==> src/rtl/video_pattern_gen.sv <==
// AXI4-Stream test-pattern video source: framed DW-bit pixel beats with tuser/tlast,
// backpressure-safe, with a programmable idle gap between frames.
module video_pattern_gen #(
    parameter int DW           = 16,
    parameter int H_ACTIVE     = 64,
    parameter int V_ACTIVE     = 48,
    parameter int BLANK_CYCLES = 4
) (
    input  logic          clk,
    input  logic          rst,
    input  logic          en,
    input  logic [2:0]    pattern,
    output logic [DW-1:0] v_m_tdata,
    output logic          v_m_tvalid,
    input  logic          v_m_tready,
    output logic          v_m_tlast,
    output logic          v_m_tuser,
    output logic [15:0]   frame_count,
    output logic          busy,
    output logic          frame_done
);

    localparam int XW = $clog2(H_ACTIVE + 1);
    localparam int YW = $clog2(V_ACTIVE + 1);
    localparam int BW = $clog2(BLANK_CYCLES + 2);

    localparam logic [XW-1:0] X_LAST = XW'(H_ACTIVE - 1);
    localparam logic [YW-1:0] Y_LAST = YW'(V_ACTIVE - 1);
    localparam logic [XW-1:0] X_ONE  = XW'(1'b1);
    localparam logic [YW-1:0] Y_ONE  = YW'(1'b1);
    localparam logic [BW-1:0] B_ONE  = BW'(1'b1);
    localparam logic [BW-1:0] B_LAST = (BLANK_CYCLES > 0) ? BW'(BLANK_CYCLES - 1) : '0;

    typedef enum logic [1:0] {
        ST_IDLE   = 2'd0,
        ST_ACTIVE = 2'd1,
        ST_BLANK  = 2'd2
    } state_t;

    state_t        state_q, state_d;
    logic [XW-1:0] x_q, x_d;
    logic [YW-1:0] y_q, y_d;
    logic [BW-1:0] blank_q, blank_d;
    logic [2:0]    pattern_q, pattern_d;
    logic [DW-1:0] tdata_q, tdata_d;
    logic          tvalid_q, tvalid_d;
    logic          tlast_q, tlast_d;
    logic          tuser_q, tuser_d;
    logic [15:0]   frame_count_q, frame_count_d;
    logic          busy_q, busy_d;
    logic          frame_done_q, frame_done_d;

    logic          launch_s;
    logic          advance_s;
    logic          frame_end_s;

    function automatic logic [DW-1:0] pixel(
        input logic [2:0]    p,
        input logic [XW-1:0] x,
        input logic [YW-1:0] y,
        input logic [15:0]   fc
    );
        logic [DW-1:0] r;
        logic [31:0]   sh;
        r  = '0;
        sh = 32'(x) % 32'(DW);
        case (p)
            3'd0:    r = {DW{1'b1}};
            3'd1:    r = {DW{x[0] ^ y[0]}};
            3'd2:    r = DW'(x);
            3'd3:    r = DW'(y);
            3'd4:    r = {{(DW-1){1'b0}}, 1'b1} << sh;
            3'd5:    r = DW'(fc);
            default: r = '0;
        endcase
        return r;
    endfunction

    // Sequencing: frame start, beat advance, frame end, blanking and the next-beat outputs
    always_comb begin
        state_d       = state_q;
        x_d           = x_q;
        y_d           = y_q;
        blank_d       = blank_q;
        pattern_d     = pattern_q;
        tdata_d       = tdata_q;
        tvalid_d      = tvalid_q;
        tlast_d       = tlast_q;
        tuser_d       = tuser_q;
        frame_count_d = frame_count_q;
        frame_done_d  = 1'b0;
        launch_s      = 1'b0;
        advance_s     = 1'b0;
        frame_end_s   = 1'b0;

        case (state_q)
            ST_IDLE: begin
                launch_s = en;
            end
            ST_ACTIVE: begin
                if (tvalid_q && v_m_tready) begin
                    if ((x_q == X_LAST) && (y_q == Y_LAST)) begin
                        frame_end_s = 1'b1;
                    end else begin
                        advance_s = 1'b1;
                    end
                end else begin
                    advance_s = 1'b0;
                end
            end
            ST_BLANK: begin
                if (blank_q == B_LAST) begin
                    state_d  = ST_IDLE;
                    launch_s = en;
                end else begin
                    blank_d = blank_q + B_ONE;
                end
            end
            default: begin
                state_d = ST_IDLE;
            end
        endcase

        if (frame_end_s) begin
            frame_done_d  = 1'b1;
            frame_count_d = frame_count_q + 16'd1;
            x_d           = '0;
            y_d           = '0;
            blank_d       = '0;
            tvalid_d      = 1'b0;
            tlast_d       = 1'b0;
            tuser_d       = 1'b0;
            // With no blanking the en check happens on the same edge as the last beat
            if (BLANK_CYCLES == 0) begin
                state_d  = ST_IDLE;
                launch_s = en;
            end else begin
                state_d = ST_BLANK;
            end
        end else begin
            frame_done_d = 1'b0;
        end

        if (advance_s) begin
            if (x_q == X_LAST) begin
                x_d = '0;
                y_d = y_q + Y_ONE;
            end else begin
                x_d = x_q + X_ONE;
            end
        end else begin
            x_d = x_d;
        end

        if (launch_s) begin
            state_d   = ST_ACTIVE;
            pattern_d = pattern;
            x_d       = '0;
            y_d       = '0;
        end else begin
            pattern_d = pattern_d;
        end

        // frame_count_d already carries the increment when a frame starts back-to-back
        if (launch_s || advance_s) begin
            tvalid_d = 1'b1;
            tuser_d  = (x_d == '0) && (y_d == '0);
            tlast_d  = (x_d == X_LAST);
            tdata_d  = pixel(pattern_d, x_d, y_d, frame_count_d);
        end else begin
            tdata_d = tdata_d;
        end

        busy_d = (state_d != ST_IDLE);
    end

    // State and output registers
    always_ff @(posedge clk or posedge rst) begin
        if (rst) begin
            state_q       <= ST_IDLE;
            x_q           <= '0;
            y_q           <= '0;
            blank_q       <= '0;
            pattern_q     <= 3'd0;
            tdata_q       <= '0;
            tvalid_q      <= 1'b0;
            tlast_q       <= 1'b0;
            tuser_q       <= 1'b0;
            frame_count_q <= 16'd0;
            busy_q        <= 1'b0;
            frame_done_q  <= 1'b0;
        end else begin
            state_q       <= state_d;
            x_q           <= x_d;
            y_q           <= y_d;
            blank_q       <= blank_d;
            pattern_q     <= pattern_d;
            tdata_q       <= tdata_d;
            tvalid_q      <= tvalid_d;
            tlast_q       <= tlast_d;
            tuser_q       <= tuser_d;
            frame_count_q <= frame_count_d;
            busy_q        <= busy_d;
            frame_done_q  <= frame_done_d;
        end
    end

    assign v_m_tdata   = tdata_q;
    assign v_m_tvalid  = tvalid_q;
    assign v_m_tlast   = tlast_q;
    assign v_m_tuser   = tuser_q;
    assign frame_count = frame_count_q;
    assign busy        = busy_q;
    assign frame_done  = frame_done_q;

endmodule

==> config.mk <==
export PLATFORM = sky130hd
export DESIGN_NAME = video_pattern_gen
export DESIGN_NICKNAME = d
export VERILOG_FILES = /design/src/rtl/video_pattern_gen.sv
export SDC_FILE = /design/constraint.sdc
export NUM_CORES = 1
export LEC_CHECK = 0
export BUFFER_PORTS_ARGS = -buffer_cell sky130_fd_sc_hd__buf_2
export CAP_MARGIN = 10
export CORE_MARGIN = 2
export CORE_UTILIZATION = 58
export CTS_CLUSTER_DIAMETER = 30
export DETAILED_ROUTE_END_ITERATION = 12
export PLACE_DENSITY = 0.87
export REMOVE_ABC_BUFFERS = 1
export SKIP_CTS_REPAIR_TIMING = 1
export SLEW_MARGIN = 30
export SYNTH_ARGS = -nofsm -noshare
export SYNTH_HDL_FRONTEND = slang
export SYNTH_SLANG_ARGS = --single-unit
==> constraint.sdc <==
create_clock -name clk -period 2.6 [get_ports clk]
set_input_delay 0.39 -clock clk [delete_from_list [all_inputs] [get_ports clk]]
set_output_delay 0.39 -clock clk [all_outputs]
set_load 0.01 [all_outputs]
==> results of run 1 <==
[routing by layer]
| layer | track usage, % | wire (um) | part of all wire [%] | up-vias |
|---|---|---|---|---|
| met5 | 0 | 0 | 0 | - |
| met4 | 12.37 | 219 | 2.1 | 0 |
| met3 | 5.656 | 931 | 9.0 | 27 |
| met2 | 53.50 | 4845 | 47 | 206 |
| met1 | 47.08 | 4303 | 42 | 1621 |
| li1 | - | - | - | 1481 |
[path summary, 6_finish.rpt]
| kind | to | slack [ns] | cells past startpoint |
|---|---|---|---|
| hold reg to reg | frame_count[15]$_DFF_PP0_ | 0.51 | 1 |
| max in group asynchronous | frame_done$_DFF_PP0_ | 1.80 | 3 |
| hold / removal | frame_count[10]$_DFF_PP0_ | 0.14 | 2 |
| min in group clk | pattern_q[2]$_DFF_PP0_ | 0.34 | 3 |
| setup / recovery | v_m_tdata[14]$_DFFE_PP0P_ | 0.10 | 8 |
| setup reg to reg | v_m_tdata[14]$_DFFE_PP0P_ | 0.10 | 8 |
[cell usage after synthesis, drive strengths merged, types with 5 or more instances]
master  count  area [um^2]
dfrtp      58         1451
nand2      34        127.6
nand3      26        135.1
nor2       23        91.34
a21oi      19        95.09
buf        14        72.57
o21ai      14        73.82
nor3       11        60.06
inv        10        37.53
xnor2      10        87.58
a31oi       8        50.05
nor4        8        65.06
xor2        8        70.07
a211oi      7        62.56
a221oi      7        61.31
nand4       7        58.81
o211ai      6        45.04
a32oi       5        51.30
and3        5        31.28
ha          5        62.56
nand2b      5        31.28
[through the flow]
stage                     total power, mW  hold slack (ns)  setup slack, ns
after floorplan                     2.015           0.5036         -0.04424
after global placement              2.567           0.4938           0.1796
after detailed placement            2.589           0.4922           0.1182
after CTS                           3.586           0.1577          0.09085
after global routing                3.791           0.2083        -0.001383
final                               3.631           0.1375           0.1038
[where the power goes]
group          internal, mW  switching, mW  leakage, nW
clock network         0.622          0.376        0.120
registers              1.07          0.164        0.754
logic                 0.570          0.829         1.01
total                  2.26           1.37         1.88
[area by class of cell]
type | instances | area, um^2
Clock buffer | 13 | 168.9
Inverter | 11 | 41.29
Clock inverter | 3 | 68.82
Timing Repair Buffer | 78 | 478.0
Fill cell | 419 | 1456
Tap cell | 72 | 90.09
Multi-Input combinational cell | 265 | 1785
Sequential cell | 58 | 1451
[sequential cells by signal, summed over array words and instances (netlist names)]
name	count
blank_q	3
busy	1
frame_count	16
frame_done	1
pattern_q	3
state_q	2
v_m_tdata	16
v_m_tlast	1
v_m_tuser	1
v_m_tvalid	1
x_q	7
y_q	6
[logic make-up (layout without fill, tap and decap cells)]
logic type                 after synthesis  in the layout
AOI/OAI and AO/OA                       98             98
xor gates and xnor gates                18             18
adders and majority gates                5              5
buffers and inverters                   28            105
DFF                                     58             58
muxes                                    3              3
and+or+nand+nor                        141            141
==> reports/results.ini, run 1 <==
[outcome]
status = complete, no violations

[drt]
via_count = 3335
drtAntennaViolNets = 0
vias_per_cell = 6.670
drtIter0Drc = 441
wl_per_cell_um = 20.60
wirelength_um = 10300
drc_errors = 0
drt_pre_antenna_iters = 6

[cells_and_area]
stdcell_count = 500
areaGrowthSynthToFinish_pct = 21.88
layout_common_cells = dfrtp_1 (58), buf_2 (43), buf_4 (35), nand2_1 (34), nand3_1 (25)
num_antenna_cells = 0
final_nets = 435
post-route-util_pct = 73.71
design_area_um2 = 4084
mostFrequentLayoutCell = dfrtp_1
final_layout_size_suffix_gt1_share_pct = 26.87

[logic_synthesis]
synth_area_per_cell_um2 = 9.546
yosys_warnings = 0
synthFlopType = dfrtp_1
synth_edf_count = 0
synth-adder-area-share_pct = 1.867
synthDistinctLibCells = 69
yosysSeqAreaShare_pct = 43.32
synth_xor_area_share_pct = 4.705
async_reset_ff_share_pct = 100.0
synth-simple-area-share_pct = 23.15
synth_area_um2 = 3351
muxShareOfSynthArea_pct = 0.9335
ys_seq_elements = 58
syn_inst = 351
synth_top_family_by_area = simple AND/OR/NAND/NOR gates
synth_compound_gate_area_share_pct = 22.29

[global_route]
grt_pass1_wl_um = 16310
antenna_found_initial = 0
grt_pass1_vias = 3173
grt_use_total_pct = 33.88
grt_max_degree = 33
grt_overflow = 0

[floorplan]
initial_utilization_pct = 60.48
die_w_um = 80.01
die_height_um = 80.01
ios = 44
dieArea_um2 = 6401
fp.coreArea_um2 = 5540
rows = 27

[critical_path]
r2r-start = x_q[1]$_DFF_PP0_
cp_top_family = compound AO/OA/AOI/OAI gates
cp.buffers_inverters = 1
crit_slowest_cell = a2111oi_2
cp.arrival_ns = 2.74
critPathKind = flip-flop to flip-flop
critical_path.max_stage_delay_ns = 0.54
start_kind = flip-flop
cp_max_fo = 10
end_kind = flip-flop
crit_start = x_q[1]$_DFF_PP0_
cp_cell_sequence = ha_1, and3_1, nand2_1, a2111oi_2, a2111oi_4, buf_4, a221o_1, a21o_1
required_ns = 2.84

[sta]
min_period_ns = 2.496
setup_viol = 0
skew_ns = 0.01241
relSlewSlack_pct = 54.99
finalSetupTns_ns = 0
min_period_over_period_pct = 96.01
max_freq_mhz = 400.6
worstMarginPinSlew_ns = 0.6741
drv_slew = 0
hold_violations = 0

[placed_design]
post-dp-hpwl_um = 7663
placedCellCount = 484
gp_congestion = 1.022
place.port_buffers = 43
placed_cell_area_um2 = 3835

[cts]
cts_tree = built
h-tree-depth = 3
clk_pin_slew_worst_paths_ns = 0.07
cts_buffer_depth = 2
clock_sinks = 58
clk_latency_ns = 0.35
numCtsBuffers = 9
root_buffer = clkbuf_8

[power_and_ir_drop]
p_leak_nw = 1.881
p_per_area_nw_per_um2 = 889.1
peakVddDrop_mv = 0.4919

[hold_path]
hp-class = primary input to async pin

[flow_run]
max_cap_viol_count = 0

No activity file was read; power rests on OpenSTA's default activity.
==> run 2, diff against run 1 <==
--- a/config.mk
+++ b/config.mk
@@ -7,7 +7,6 @@
 export LEC_CHECK = 0
 export BUFFER_PORTS_ARGS = -buffer_cell sky130_fd_sc_hd__buf_2
 export CAP_MARGIN = 10
-export CORE_MARGIN = 2
 export CORE_UTILIZATION = 58
 export CTS_CLUSTER_DIAMETER = 30
 export DETAILED_ROUTE_END_ITERATION = 12
==> reports/results.ini, run 2 (synthesized netlist as in run 1, its figures left out) <==
[drt]
vias_per_cell = 6.682  ; +0.18%
top_layer_used = met4
drt-met1-wl_um = 4118  ; -4.3%
wl_per_cell_um = 20.45  ; -0.72%
via_count = 3321  ; -0.42%
wl_met2_um = 4667  ; -3.7%
drtAntennaViolNets = 0  ; unchanged
wirelength_um = 10160  ; -1.3%
dr_wl_met3_um = 1039  ; +12%
drc_errors = 0  ; unchanged
drtIter0Drc = 355  ; -20%
drt_pre_antenna_iters = 5  ; -1

[cells_and_area]
mostFrequentLayoutCell = dfrtp_1
final_layout_size_suffix_gt1_share_pct = 26.82  ; -0.046 points
layout_common_cells = dfrtp_1 (58), buf_2 (43), nand2_1 (33), buf_4 (32), nand3_1 (25)
num_antenna_cells = 0  ; unchanged
areaGrowthSynthToFinish_pct = 21.47
final_nets = 432  ; -0.69%

[placed_design]
place.port_buffers = 43  ; unchanged
gp_congestion = 0.9517  ; -6.9%
post-dp-hpwl_um = 7542  ; -1.6%

[critical_path]
crit_top_cell = buf_4
cp_cell_sequence = ha_1, ha_1, nor2b_2, buf_4, o21ai_0, a221oi_1, buf_4, a2111oi_4, buf_4, a221o_1, a21o_1
cp.arrival_ns = 2.76  ; +0.02 ns
end_kind = flip-flop
start_kind = flip-flop
required_ns = 2.84  ; about the same
crit_slowest_cell = dfrtp_1
critPathKind = flip-flop to flip-flop
cp_max_fo = 10  ; unchanged
critical_path.max_stage_delay_ns = 0.39  ; -0.15 ns

[cts]
root_buffer = clkbuf_8
h-tree-depth = 3  ; unchanged
clock_sinks = 58  ; unchanged
numCtsBuffers = 9  ; unchanged
cts_tree = built
cts_buffer_depth = 2  ; unchanged
clk_latency_ns = 0.36  ; about the same
clk_pin_slew_worst_paths_ns = 0.07  ; about the same

[floorplan]
dieArea_um2 = 6085  ; -4.9%
rows = 27  ; unchanged
initial_utilization_pct = 60.48  ; unchanged
ios = 44  ; unchanged
fp.coreArea_um2 = 5540  ; unchanged
die_height_um = 78.01  ; -2.5%
die_w_um = 78.01  ; -2.5%

[power_and_ir_drop]
p_sw_mw = 1.372  ; +0.24%
p_per_area_nw_per_um2 = 882.9  ; -0.70%
pwr-share-seq_pct = 34.1  ; about the same
p_comb_share_pct = 38.8  ; +0.3 points
power.total_mw = 3.593  ; -1.0%
internal-power_mw = 2.221  ; -1.8%
peakVddDrop_mv = 0.5353  ; +8.8%
swShare_pct = 38.19  ; +0.49 points
clockPowerShare_pct = 27.1  ; -0.4 points
p_leak_nw = 1.863  ; -0.99%

[global_route]
grt_pass1_vias = 3147  ; -0.82%
grt_max_degree = 28  ; -15%
grt_pass1_wl_um = 16290  ; -0.13%
grt_overflow = 0  ; unchanged
grt_use_total_pct = 35.96  ; +2.1 points
antenna_found_initial = 0  ; unchanged

[sta]
min_period_ns = 2.513  ; +0.01685 ns
worstMarginPinSlew_ns = 0.5795  ; -0.09463 ns
fin_hold_ws_ns = 0.07974  ; -0.05779 ns
drv_slew = 0  ; unchanged
min_period_over_period_pct = 96.66  ; +0.65 points
max_freq_mhz = 397.9  ; -0.67%
relSlewSlack_pct = 61.11  ; +6.1 points
hold_violations = 0  ; unchanged
rsz0062_at_grt = no
setup_viol = 0  ; unchanged
skew_ns = 0.01200  ; -0.0004119 ns

[outcome]
status = complete, no violations

[flow_run]
max_cap_viol_count = 0  ; unchanged

[hold_path]
hp-class = primary input to async pin

==> run 2: final cells by class <==
type / count / area [um^2]
Multi-Input combinational cell: 265 / 1803
Timing Repair Buffer: 75 / 455.4
Tap cell: 72 / 90.09
Fill cell: 410 / 1470
Sequential cell: 58 / 1451
Inverter: 11 / 41.29
Clock inverter: 4 / 73.82
Clock buffer: 12 / 155.1
==> run 2: routing by layer <==
| metal | vias up | global-route usage, % |
|---|---|---|
| li1 | 1473 | - |
| met1 | 1573 | 49.88 |
| met2 | 232 | 54.25 |
| met3 | 43 | 6.353 |
| met4 | 0 | 18.15 |
| met5 | - | 0 |
==> run 2: path summary, 6_finish.rpt <==
check	startpoint	to	slack, ns	cells after the start
worst max-delay path	blank_q[0]$_DFFE_PP0P_	v_m_tdata[13]$_DFFE_PP0P_	0.09	11
worst min-delay path	rst	y_q[2]$_DFF_PP0_	0.08	2
worst max register to register	blank_q[0]$_DFFE_PP0P_	v_m_tdata[13]$_DFFE_PP0P_	0.09	11
worst min register to register	frame_count[15]$_DFF_PP0_	frame_count[15]$_DFF_PP0_	0.51	1
max in group asynchronous	rst	v_m_tdata[3]$_DFFE_PP0P_	1.87	3
min in group clk	pattern[2]	pattern_q[2]$_DFF_PP0_	0.31	3
==> run 2: per-stage QoR <==
stage | worst slack [ns] | cell area [um^2] | std cells | utilization (%) | TNS (ns)
detailed placement | 0.01493 | 3812 | 481 | 68.81 | 0
global route | 0.01087 | 4070 | 497 | 73.46 | 0
global placement | 0.1052 | 3812 | 481 | 68.81 | 0
floorplan | -0.04424 | 3267 | 334 | - | -0.1999
finish | 0.08690 | 4070 | 497 | 73.46 | 0
CTS | -0.008937 | 4041 | 497 | 72.94 | -0.008937
==> run 2: critical path, delay by kind of cell (launching register included) <==
| family | cells | cell delay, ns |
|---|---|---|
| AOI/OAI and AO/OA | 5 | 0.93 |
| adders and majority gates | 2 | 0.42 |
| and+or+nand+nor | 1 | 0.15 |
| buffers and inverters | 3 | 0.52 |
| DFF | 1 | 0.39 |
==> run 2: power groups by stage <==
| stage | Sequential (mW) | Clock [mW] | Combinational, mW |
|---|---|---|---|
| 2_1_floorplan | 1.27 | 0 | 0.743 |
| 3_3_place_gp | 1.23 | 0 | 1.32 |
| 3_5_place_dp | 1.23 | 0 | 1.34 |
| 4_1_cts | 1.22 | 0.972 | 1.35 |
| 5_1_grt | 1.25 | 1.00 | 1.50 |
| 6_report | 1.23 | 0.972 | 1.39 |
